<file path="config.mk">
export PLATFORM = sky130hd
export DESIGN_NAME = loader_ahb_master
export DESIGN_NICKNAME = d
export VERILOG_FILES = /design/src/rtl/loader_ahb_master.sv
export SDC_FILE = /design/constraint.sdc
export NUM_CORES = 1
export LEC_CHECK = 0
export ABC_AREA = 1
export CAP_MARGIN = 25
export CELL_PAD_IN_SITES_DETAIL_PLACEMENT = 0
export CELL_PAD_IN_SITES_GLOBAL_PLACEMENT = 1
export CORE_ASPECT_RATIO = 1.25
export CORE_MARGIN = 1
export CORE_UTILIZATION = 40
export CTS_CLUSTER_DIAMETER = 40
export DETAILED_ROUTE_END_ITERATION = 8
export PLACE_DENSITY = 0.93
export SLEW_MARGIN = 20
export SYNTH_ARGS = -nofsm -noshare
export SYNTH_HDL_FRONTEND = slang
export SYNTH_SLANG_ARGS = --single-unit
</file>
<file path="constraint.sdc">
create_clock -name HCLK -period 3.6 [get_ports HCLK]
set_clock_uncertainty 0.1 [all_clocks]
set_input_delay 0.36 -clock HCLK [delete_from_list [all_inputs] [get_ports HCLK]]
set_output_delay 0.36 -clock HCLK [all_outputs]
set_load 0.05 [all_outputs]
</file>
<file path="src/rtl/loader_ahb_master.sv">
`default_nettype none
// ============================================================================
// Module   : loader_ahb_master
// Brief    : Packs a byte stream into little-endian 32-bit words and writes
//            them to consecutive word addresses as single AHB-Lite transfers.
// Revision : 1.0 - initial release
// ============================================================================
module loader_ahb_master #(
    parameter int CNT_W = 16
) (
    input  logic             HCLK,
    input  logic             HRESETn,
    input  logic             start,
    input  logic [31:0]      base_addr,
    input  logic [CNT_W-1:0] word_cnt,
    input  logic [7:0]       rx_data,
    input  logic             rx_valid,
    output logic             rx_ready,
    output logic             busy,
    output logic             done,
    output logic [31:0]      HADDR,
    output logic [1:0]       HTRANS,
    output logic             HWRITE,
    output logic [2:0]       HSIZE,
    output logic [31:0]      HWDATA,
    input  logic             HREADY
);

    localparam logic [1:0]       c_trans_idle   = 2'b00;
    localparam logic [1:0]       c_trans_nonseq = 2'b10;
    localparam logic [2:0]       c_hsize_word   = 3'b010;
    localparam logic [CNT_W-1:0] c_cnt_one      = CNT_W'(1);
    localparam logic [31:0]      c_word_mask    = 32'hFFFF_FFFC;

    typedef enum logic [2:0] {
        S_IDLE    = 3'd0,
        S_COLLECT = 3'd1,
        S_ADDR    = 3'd2,
        S_DATA    = 3'd3,
        S_FIN     = 3'd4
    } state_t;

    state_t             r_state;
    state_t             w_state_nxt;
    logic [31:0]        r_addr;
    logic [31:0]        r_haddr;
    logic [31:0]        r_word;
    logic [31:0]        r_hwdata;
    logic [CNT_W-1:0]   r_cnt;
    logic [1:0]         r_idx;

    always_ff @(posedge HCLK or negedge HRESETn) begin
        if (!HRESETn) begin
            r_state <= S_IDLE;
        end else begin
            r_state <= w_state_nxt;
        end
    end

    always_comb begin
        w_state_nxt = r_state;
        rx_ready    = 1'b0;
        busy        = 1'b1;
        done        = 1'b0;
        HTRANS      = c_trans_idle;
        HWRITE      = 1'b0;
        case (r_state)
            S_IDLE: begin
                busy = 1'b0;
                if (start) begin
                    w_state_nxt = (word_cnt == '0) ? S_FIN : S_COLLECT;
                end
            end
            S_COLLECT: begin
                rx_ready = 1'b1;
                if (rx_valid && (r_idx == 2'd3)) begin
                    w_state_nxt = S_ADDR;
                end
            end
            S_ADDR: begin
                HTRANS = c_trans_nonseq;
                HWRITE = 1'b1;
                if (HREADY) begin
                    w_state_nxt = S_DATA;
                end
            end
            S_DATA: begin
                if (HREADY) begin
                    w_state_nxt = (r_cnt == c_cnt_one) ? S_FIN : S_COLLECT;
                end
            end
            S_FIN: begin
                done        = 1'b1;
                w_state_nxt = S_IDLE;
            end
            default: begin
                w_state_nxt = S_IDLE;
            end
        endcase
    end

    // HADDR/HWDATA are separate registers so they keep the last driven value
    // while the running address and the word being packed move on.
    always_ff @(posedge HCLK or negedge HRESETn) begin
        if (!HRESETn) begin
            r_addr   <= '0;
            r_haddr  <= '0;
            r_word   <= '0;
            r_hwdata <= '0;
            r_cnt    <= '0;
            r_idx    <= '0;
        end else begin
            case (r_state)
                S_IDLE: begin
                    if (start && (word_cnt != '0)) begin
                        r_addr <= base_addr & c_word_mask;
                        r_cnt  <= word_cnt;
                        r_idx  <= '0;
                    end
                end
                S_COLLECT: begin
                    if (rx_valid) begin
                        r_word[{r_idx, 3'b000} +: 8] <= rx_data;
                        r_idx                        <= r_idx + 2'd1;
                        if (r_idx == 2'd3) begin
                            r_haddr <= r_addr;
                        end
                    end
                end
                S_ADDR: begin
                    if (HREADY) begin
                        r_hwdata <= r_word;
                    end
                end
                S_DATA: begin
                    if (HREADY) begin
                        r_cnt  <= r_cnt - c_cnt_one;
                        r_addr <= r_addr + 32'd4;
                    end
                end
                default: begin
                end
            endcase
        end
    end

    assign HADDR  = r_haddr;
    assign HWDATA = r_hwdata;
    assign HSIZE  = c_hsize_word;

endmodule
`default_nettype wire

</file>
* Word-level counts from Yosys, hierarchy flattened
Cells that the tools add are included.
** Storage, ports and cells
- Output and inout port bits :: 73
- Memory bits (writable) :: 0
- Memories kept :: 0
- ROM bits :: 0
- Word-level logic and storage cells :: 60
- Bits in registers :: 149
- Latch bits :: 0
- Input bits :: 61
** Cells by class
- Multiplexer cells :: 22
- Equal/unequal tests :: 12
- Order comparisons :: 0
- Bitwise logic cells :: 0
- $add $sub $neg :: 4
- Reductions and logical operators :: 13
- Multipliers :: 0
- Divide/modulo/power cells :: 0
- Shift-type cells :: 2
** Operators by type and width (count)
- two-way mux 32 bit :: 2
- case mux 32 bit (2 select lines) :: 1
- adder 32 x 3 -> 32 bit (second input constant) :: 1
- bitwise mux 32 bit :: 1
- two-way mux 16 bit :: 2
- case mux 16 bit (2 select lines) :: 1
- variable shift 8 x 7 -> 32 bit (first input constant) :: 1
- variable part select 8 x 7 -> 32 bit :: 1
- two-way mux 3 bit :: 6
- == test 16 x 1 -> 1 bit (second input constant) :: 1
- logical NOT 16 bit :: 1
- nonzero test 16 bit :: 1
- subtractor 16 x 1 -> 16 bit (second input constant) :: 1
- != test 2 bit (second input constant) :: 6
- case mux 3 bit (4 select lines) :: 1
- AND reduction 3 bit :: 3
- negator 5 -> 7 bit :: 1
- == test 3 x 2 -> 1 bit (second input constant) :: 2
- two-way mux 2 bit :: 3
- two-way mux 1 bit :: 4
- case mux 2 bit (2 select lines) :: 1
- AND reduction 2 bit :: 2
- AND reduction 4 bit :: 1
- nonzero test 2 bit :: 2
- other kinds (6) :: 7

* Longest topological paths before layout
Gate-level depths: netlist (run 1).
- Word-level depth :: 4
- Gate-level depth with buffers :: 11
- Mapped depth without buffers :: 11

* Worst setup path after synthesis (run 1)
Ideal clock, no wire load.
- Kind :: register to output
- From :: register r_state[2]
- To :: output port done
- Stages on the path, launching flop included :: 2
- Data required time :: 3140 ps
- Setup slack :: 1528 ps
- Data arrival time :: 1612 ps
- Cell sequence :: dfrtp_1 -> nor3b_1
** On the way
- Longest elaborated chain between the ends :: 2
** RTL lines
- start, declared :: RTL line 43 : state_t r_state;
- start signal, assigned :: RTL line 56 : r_state <= w_state_nxt;
- == test 3 bit :: RTL line 67 : case (r_state)
- two-way mux 1 bit :: RTL line 67
- end, declared :: RTL line 20 : output logic done,
Every way passes these cells.

* Worst setup path in the final report (run 1)
- From :: register r_state[1]
- To :: output port HTRANS[1]
** On the way
- Longest elaborated chain between the ends :: 2
** RTL lines
- == test 3 x 2 -> 1 bit :: RTL line 67
- two-way mux 2 bit :: RTL line 67
- end, declared :: RTL line 22 : output logic [1:0] HTRANS,
Every way passes these cells.

==> results of run 1 <==
-- power breakdown --
part	internal, mW	switching, mW	leakage, nW	total (mW)
clock	0.910	0.733	0.257	1.64
combinational	1.37	3.04	2.32	4.42
sequential	2.38	0.539	1.82	2.92
total	4.67	4.32	4.40	8.98
-- metrics by stage --
stage / setup WS, ns / area (sq um) / hold WS (ns) / util / power [mW]
2_1_floorplan: 1.53 / 7610 / -0.0356 / - / 5.91
3_3_place_gp: 1.08 / 8960 / 0.361 / 0.479 / 7.25
3_5_place_dp: 1.06 / 8960 / 0.368 / 0.479 / 7.33
4_1_cts: 0.952 / 9510 / 0.388 / 0.508 / 9.02
5_1_grt: 0.841 / 9550 / 0.406 / 0.511 / 9.62
6_report: 0.987 / 9550 / 0.382 / 0.511 / 8.98
-- cells by family (layout without fill, tap and decap cells) --
logic type,Yosys count,count (layout),share of synthesized area
other,2,6,0.000989
adders and majority gates,8,8,0.0132
buffers and inverters,158,277,0.0899
AOI/OAI and AO/OA,149,149,0.0995
and+or+nand+nor,566,566,0.316
xor gates and xnor gates,2,2,0.00231
DFF,145,145,0.478
-- synthesized netlist by cell type (3+ instances only) --
| library cell | instances | area share |
|---|---|---|
| a21oi_1 | 5 | 0.0033 |
| buf_2 | 17 | 0.011 |
| buf_4 | 12 | 0.012 |
| buf_6 | 3 | 0.0044 |
| clkbuf_1 | 12 | 0.0059 |
| dfrtp_1 | 145 | 0.48 |
| ha_1 | 8 | 0.013 |
| inv_1 | 107 | 0.053 |
| inv_2 | 4 | 0.0020 |
| nand2_1 | 330 | 0.16 |
| nand3_1 | 95 | 0.063 |
| nand4_1 | 20 | 0.016 |
| nor2_1 | 94 | 0.046 |
| nor2_4 | 4 | 0.0059 |
| o21ai_0 | 105 | 0.069 |
| o21ai_1 | 34 | 0.022 |
| or2_2 | 14 | 0.012 |
-- sequential cells by signal, indices dropped and copies added (netlist names) --
| register | count |
|---|---|
| r_addr | 30 |
| r_idx | 2 |
| HADDR | 30 |
| r_state | 3 |
| r_word | 32 |
| HWDATA | 32 |
| r_cnt | 16 |
-- layout make-up --
type / instances / area share
Clock inverter: 12 / 0.0106
Timing Repair Buffer: 134 / 0.142
Tap cell: 232 / 0.0304
Inverter: 112 / 0.0440
Clock buffer: 19 / 0.0464
Sequential cell: 145 / 0.380
Multi-Input combinational cell: 731 / 0.346
-- final timing paths --
path / start / endpoint / slack, ns / depth (start not counted)
max: r_state[1]$_DFFE_PN0P_ / HTRANS[1] / 0.99 / 5
max in group asynchronous: HRESETn / HWDATA[20]$_DFFE_PN0P_ / 2.18 / 3
min: HWDATA[19]$_DFFE_PN0P_ / HWDATA[19]$_DFFE_PN0P_ / 0.38 / 2
min in group asynchronous: HRESETn / HADDR[14]$_DFFE_PN0P_ / 0.45 / 2
min reg2reg: HWDATA[19]$_DFFE_PN0P_ / HWDATA[19]$_DFFE_PN0P_ / 0.38 / 2
max reg2reg: r_idx[0]$_DFFE_PN0P_ / r_word[23]$_DFFE_PN0P_ / 1.23 / 7
-- critical path: cells and delay by family, from the launching register on --
family	cells	cell delay, ns
buffers and inverters	3	1.04
DFF	1	0.44
and+or+nand+nor	2	0.26
-- metal layers --
metal / part of all wire / global-route usage / vias to the layer above
met5: 0 / 0 / -
met4: 0.023 / 0.0772 / 0
met3: 0.056 / 0.0463 / 36
met2: 0.50 / 0.386 / 218
met1: 0.42 / 0.257 / 3191
li1: - / - / 3478
==> impl_metrics.toml, run 1 <==
[synthesis]
synthFlopType = "dfrtp_1"
syn_inst = 1030
yosysSeqAreaShare = 0.478
synth_area_per_cell_sq_um = 7.37
synth-edff-count = 0
synthArstFlopShare = 1.00
syn-cell-area_sq_mm = 0.00760
yosys_warnings = 0
synth-seq-cells = 145
yosysUniqueCellTypes = 34

[layout]
drive_gt1_frac = 0.0590
nNetsFinal = 1210
register_area_sq_mm = 0.00363
syn_to_final_growth_pct = 25.7
final_cell_mix = "330 x nand2_1, 145 x dfrtp_1, 124 x clkdlybuf4s50_1"
fin_cells = 1385
multi_input_area_sq_mm = 0.00331
mostFrequentLayoutCell = "nand2_1"
fillCellCount = 1813
insertedDiodeCount = 0

[timing]
setup_violations = 0
slew_headroom = 0.379
fin_tns_setup_ns = 0
rsz0062_at_grt = "no"
fmax_mhz = 383
period_share = 0.726
hold_viol_final = 0
final.min_clock_period_ns = 2.61
worst-slew-pin-transition_ns = 0.930
final_max_slew_viol_count = 0

[hold_path]
hold_path.class = "reg2reg"

[placed_design]
portBuffers = 125
place.gp.congestion = 0.909
dp.cells = 1351
dp_hpwl_um = 14200

[cts]
cts_setup_buffers = 0
insertion_delay_ns = 0.42
numClockSinks = 145
clk_path_buf_depth = 2
clk_pin_slew_ns = 0.06
root_buffer = "clkbuf_16"
ctsHtreeMaxLevel = 4
post_cts_resized = 0
postCtsHoldBufs = 1
cts_buffers = 17
tritoncts = "built"

[detailed_routing]
ant_nets = 0
wl_per_cell_um = 14.6
drc = 8
firstDrtPassIters = 7
routed_wl_um = 20300
first_iter_violations = 450
vias = 6923
vias_per_cell = 5.00

[critical_path]
critPathLaunchType = "register"
cp_common_cell = "inv_1"
arrival_ns = 2.15
crit_fanout = 4
crit_chain = "inv_1 > nor2_2 > nand2_1 > inv_1 > clkdlybuf4s50_1"
max_stage_delay_ns = 0.82
end_kind = "primary output"
critPathKind = "reg2out"
crit_path_top_delay_cell = "clkdlybuf4s50_1"
critical_path_required_ns = 3.14

[pwr]
power.density_mw_per_mm2 = 940
peakVddDrop_v = 0.000598
power.leakage_nw = 4.40

[die]
die-area_sq_mm = 0.0195
die_w_um = 125
coreArea_sq_mm = 0.0187
initial_core_util = 0.406
die_h_um = 156
io_pins = 134
rows = 56

[global_route]
grt_overflow = 0
grt_pass1_vias = 6688
grt_max_degree = 81
grtUsageTotal = 0.217
antenna_found_initial = 0
grt_first_pass_wirelength_um = 33100

[outcome]
violations = "DRC"
outcome = "complete, but fails checks"

[flow_run]
max_cap_viol_count = 0
No activity file was read; power rests on OpenSTA's default activity.
==> run 2, diff against run 1 <==
--- a/config.mk
+++ b/config.mk
@@ -11,10 +11,10 @@
 export CELL_PAD_IN_SITES_GLOBAL_PLACEMENT = 1
 export CORE_ASPECT_RATIO = 1.25
 export CORE_MARGIN = 1
-export CORE_UTILIZATION = 40
+export CORE_UTILIZATION = 38
 export CTS_CLUSTER_DIAMETER = 40
 export DETAILED_ROUTE_END_ITERATION = 8
-export PLACE_DENSITY = 0.93
+export PLACE_DENSITY = 0.9
 export SLEW_MARGIN = 20
 export SYNTH_ARGS = -nofsm -noshare
 export SYNTH_HDL_FRONTEND = slang
==> constraint.sdc (replaced) <==
create_clock -name HCLK -period 2.6 [get_ports HCLK]
set_clock_uncertainty 0.1 [all_clocks]
set_input_delay 0.26 -clock HCLK [delete_from_list [all_inputs] [get_ports HCLK]]
set_output_delay 0.26 -clock HCLK [all_outputs]
set_load 0.05 [all_outputs]
==> impl_metrics.toml, run 2 (synthesis results as in run 1) <==
[die]
io_pins = 134
initial_core_util = 0.389
die_w_um = 128
die_h_um = 160
coreArea_sq_mm = 0.0195
die-area_sq_mm = 0.0206
rows = 57

[detailed_routing]
routed_wl_um = 20200
firstDrtPassIters = 5
vias = 6891
first_iter_violations = 395
ant_nets = 0
vias_per_cell = 4.84
drc = 0
wl_per_cell_um = 14.2

[cts]
cts_buffers = 17
tritoncts = "built"
numClockSinks = 145
root_buffer = "clkbuf_16"
insertion_delay_ns = 0.43
ctsHtreeMaxLevel = 4
clk_pin_slew_ns = 0.06
clk_path_buf_depth = 2

[flow_run]
max_cap_viol_count = 0

[critical_path]
end_kind = "primary output"
critPathLaunchType = "register"
max_stage_delay_ns = 0.89
crit_path_top_delay_cell = "clkdlybuf4s50_1"
crit_fanout = 6
critical_path_required_ns = 2.24
arrival_ns = 2.11
critPathKind = "reg2out"
crit_chain = "inv_2 > nor3_4 > clkdlybuf4s50_1"

[timing]
slew_headroom = 0.608
rsz0062_at_grt = "no"
fmax_mhz = 404
fin_tns_setup_ns = 0
worst-slew-pin-transition_ns = 0.588
final.min_clock_period_ns = 2.47
hold_viol_final = 0
final_max_slew_viol_count = 0
period_share = 0.952
setup_violations = 0

[layout]
fin_cells = 1424
nNetsFinal = 1216
final_area_sq_mm = 0.00967
insertedDiodeCount = 0
mostFrequentLayoutCell = "nand2_1"
drive_gt1_frac = 0.0638
final_cell_mix = "330 x nand2_1, 145 x dfrtp_1, 122 x clkdlybuf4s50_1"
syn_to_final_growth_pct = 27.3
fin_util = 0.495

[global_route]
grt_overflow = 0
use_met1 = 0.249
grt.busiest_layer = "met2"
use_met2 = 0.360
grt_max_degree = 72
use_met3 = 0.0486
antenna_found_initial = 0
grt_first_pass_wirelength_um = 33100
grt_pass1_vias = 6742
grtUsageTotal = 0.207

[outcome]
outcome = "completed"

[pwr]
power.density_mw_per_mm2 = 1290
peakVddDrop_v = 0.000963
power.leakage_nw = 4.48

[hold_path]
hold_path.class = "in2async"

[placed_design]
place_area_sq_mm = 0.00911
place.gp.congestion = 0.908
dp.cells = 1392
portBuffers = 125
dp_hpwl_um = 14600
-- run 2: changes by cell type in the layout (fill, tap and decap cells not counted), sizes merged --
cell / before / now
buf: 9 / 15
dlymetal6s2s: 0 / 2
inv: 116 / 117
clkdlybuf4s50: 124 / 122
clkinvlp: 3 / 2
-- run 2: repair_timing --
item	in CTS	in global routing
gates resized for setup	0	2
setup buffers	0	0
setup endpoints to repair	0	2
endpoints found under the hold margin	58	0
hold buffers	1	0
-- run 2: path summary, 6_finish.rpt --
path / from / endpoint / slack, ns / cells past startpoint
hold reg to reg: HWDATA[18]$_DFFE_PN0P_ / HWDATA[18]$_DFFE_PN0P_ / 0.38 / 2
max in group asynchronous: HRESETn / HWDATA[18]$_DFFE_PN0P_ / 1.38 / 3
hold / removal: HRESETn / HADDR[14]$_DFFE_PN0P_ / 0.30 / 2
setup reg to reg: r_addr[2]$_DFFE_PN0P_ / r_addr[14]$_DFFE_PN0P_ / 0.56 / 10
min in group HCLK: rx_data[4] / r_word[4]$_DFFE_PN0P_ / 0.35 / 3
setup / recovery: r_state[0]$_DFFE_PN0P_ / rx_ready / 0.13 / 3
-- run 2: area by class of cell --
cell class              instances  area, sq um
clock buffers                  19          443
clock inverters                12          101
fillers                      1936         9870
inverters                     112          420
multi-input cells             731         3310
flip-flops and latches        145         3630
well taps                     265          332
repair buffers                140         1440
-- run 2: metrics by stage --
step	setup slack (ns)	hold slack, ns	total power, mW
floorplan	0.628	-0.136	8.19
global placement	0.485	0.196	10.2
detailed placement	0.475	0.196	10.3
CTS	0.0391	0.316	12.6
global route	0.00761	0.357	13.4
finish	0.126	0.296	12.5
-- run 2: where the power goes --
group	internal, mW	switching (mW)	leakage, nW
Clock	1.26	1.02	0.263
Sequential	3.30	0.753	1.82
Combinational	1.95	4.21	2.39
Total	6.51	5.99	4.48
-- run 2: worst max-delay path, delay by kind of cell (launching register included) --
| kind | cells | cell delay, ns |
|---|---|---|
| flip-flops | 1 | 0.45 |
| AND/OR/NAND/NOR | 1 | 0.27 |
| buffers and inverters | 2 | 0.97 |
-- run 2: layer usage --
| layer | wire length (um) | up-vias |
|---|---|---|
| met1 | 8730 | 3202 |
| met4 | 401 | 0 |
| met5 | 0 | - |
| li1 | - | 3486 |
| met3 | 1010 | 32 |
| met2 | 10100 | 171 |
==> run 3, diff against run 2 <==
--- a/config.mk
+++ b/config.mk
@@ -15,6 +15,7 @@
 export CTS_CLUSTER_DIAMETER = 40
 export DETAILED_ROUTE_END_ITERATION = 8
 export PLACE_DENSITY = 0.9
+export REMOVE_ABC_BUFFERS = 1
 export SLEW_MARGIN = 20
 export SYNTH_ARGS = -nofsm -noshare
 export SYNTH_HDL_FRONTEND = slang
==> impl_metrics.toml, run 3 (synthesis results as in run 1) <==
[timing]
hold_viol_final = 0
worst-slew-pin-transition_ns = 0.685
period_share = 0.964
rsz0062_at_grt = "no"
final.min_clock_period_ns = 2.51
setup_violations = 0
final_max_slew_viol_count = 0
slew_headroom = 0.543
fmax_mhz = 399
whs_ns = 0.325

[layout]
nNetsFinal = 1217
final_cell_mix = "330 x nand2_1, 145 x dfrtp_1, 122 x clkdlybuf4s50_1"
drive_gt1_frac = 0.0663
final_area_sq_mm = 0.00969
mostFrequentLayoutCell = "nand2_1"
syn_to_final_growth_pct = 27.5

[hold_path]
hold_path.class = "in2async"

[critical_path]
arrival_ns = 2.15
end_kind = "primary output"
timing.rr.start = "r_addr[2]$_DFFE_PN0P_"
crit_buf_inv = 2
critPathKind = "reg2out"
max_stage_delay_ns = 0.90
critical_path_required_ns = 2.24
crit_path_top_delay_cell = "clkdlybuf4s50_1"
startpoint = "r_state[0]$_DFFE_PN0P_"
crit_family = "buffers and inverters"
crit_chain = "inv_2 > nor3_4 > clkdlybuf4s50_1"
crit_fanout = 6
critPathLaunchType = "register"

[detailed_routing]
wl_per_cell_um = 13.3
vias = 6832
first_iter_violations = 497
drc = 0
ant_nets = 0
firstDrtPassIters = 5
routed_wl_um = 19000
vias_per_cell = 4.79

[cts]
insertion_delay_ns = 0.43
clk_path_buf_depth = 2
root_buffer = "clkbuf_16"
cts_buffers = 17
ctsHtreeMaxLevel = 4
clk_pin_slew_ns = 0.07
tritoncts = "built"
numClockSinks = 145

[global_route]
antenna_found_initial = 0
grt_max_degree = 68
grt_first_pass_wirelength_um = 31400
grt_pass1_vias = 6410
grt_overflow = 0
grtUsageTotal = 0.194

[placed_design]
place_area_sq_mm = 0.00910
place.gp.congestion = 0.832
portBuffers = 125
dp_hpwl_um = 13700

[pwr]
power.leakage_nw = 4.49
power.density_mw_per_mm2 = 1290
peakVddDrop_v = 0.000572
power_mw = 12.5

[die]
io_pins = 134
die_w_um = 128
die_h_um = 160
coreArea_sq_mm = 0.0195
rows = 57
die-area_sq_mm = 0.0206
initial_core_util = 0.389

[outcome]
outcome = "completed"

[flow_run]
max_cap_viol_count = 0
[run 3: stage by stage]
step | setup WS (ns) | util | setup TNS (ns) | std cells
after floorplan | -0.180 | - | -7.40 | 988
after global placement | 0.517 | 0.466 | 0 | 1393
after detailed placement | 0.492 | 0.466 | 0 | 1393
after CTS | 0.0389 | 0.495 | 0 | 1426
after global routing | 0.0368 | 0.496 | 0 | 1426
final | 0.0946 | 0.496 | 0 | 1427
[run 3: path summary, 6_finish.rpt]
kind                            slack (ns)  depth (start not counted)                      to
worst max-delay path                  0.09                          3                rx_ready
worst min-delay path                  0.33                          2   HADDR[24]$_DFFE_PN0P_
worst max register to register        0.60                         10  r_addr[14]$_DFFE_PN0P_
worst min register to register        0.38                          2  HWDATA[23]$_DFFE_PN0P_
max in group asynchronous             1.32                          3   r_word[1]$_DFFE_PN0P_
min in group HCLK                     0.36                          5  r_addr[15]$_DFFE_PN0P_
[run 3: cell type report]
cell class / instances / area, sq um
Multi-Input combinational cell: 731 / 3310
Timing Repair Buffer: 141 / 1430
Clock inverter: 15 / 140
Antenna cell: 1 / 2.50
Fill cell: 1987 / 9860
Sequential cell: 145 / 3630
Clock buffer: 17 / 425
Inverter: 112 / 420
Tap cell: 265 / 332
[run 3: timing repair]
action | CTS | global route
endpoints found under the setup margin | 0 | 2
hold buffers | 1 | 0
gates resized for setup | 0 | 2
endpoints found under the hold margin | 64 | 0
buffers inserted | 0 | 0
[run 3: power by group]
group / total [mW] / switching (mW) / internal [mW]
Clock: 2.37 / 1.10 / 1.27
Sequential: 4.02 / 0.720 / 3.30
Combinational: 6.14 / 4.18 / 1.96
Total: 12.5 / 6.00 / 6.53
[run 3: layer usage]
layer	global-route usage	wire, um
met5	0	0
met4	0.0717	314
met3	0.0352	718
met2	0.324	9340
met1	0.248	8670
[run 3: worst register-to-register path, delay by kind of cell, from the launching register on]
| family | cells | cell delay, ns |
|---|---|---|
| fa+ha+maj | 1 | 0.31 |
| flops | 1 | 0.48 |
| compound gates | 1 | 0.07 |
| buf+inv | 2 | 0.30 |
| simple gates | 6 | 0.61 |
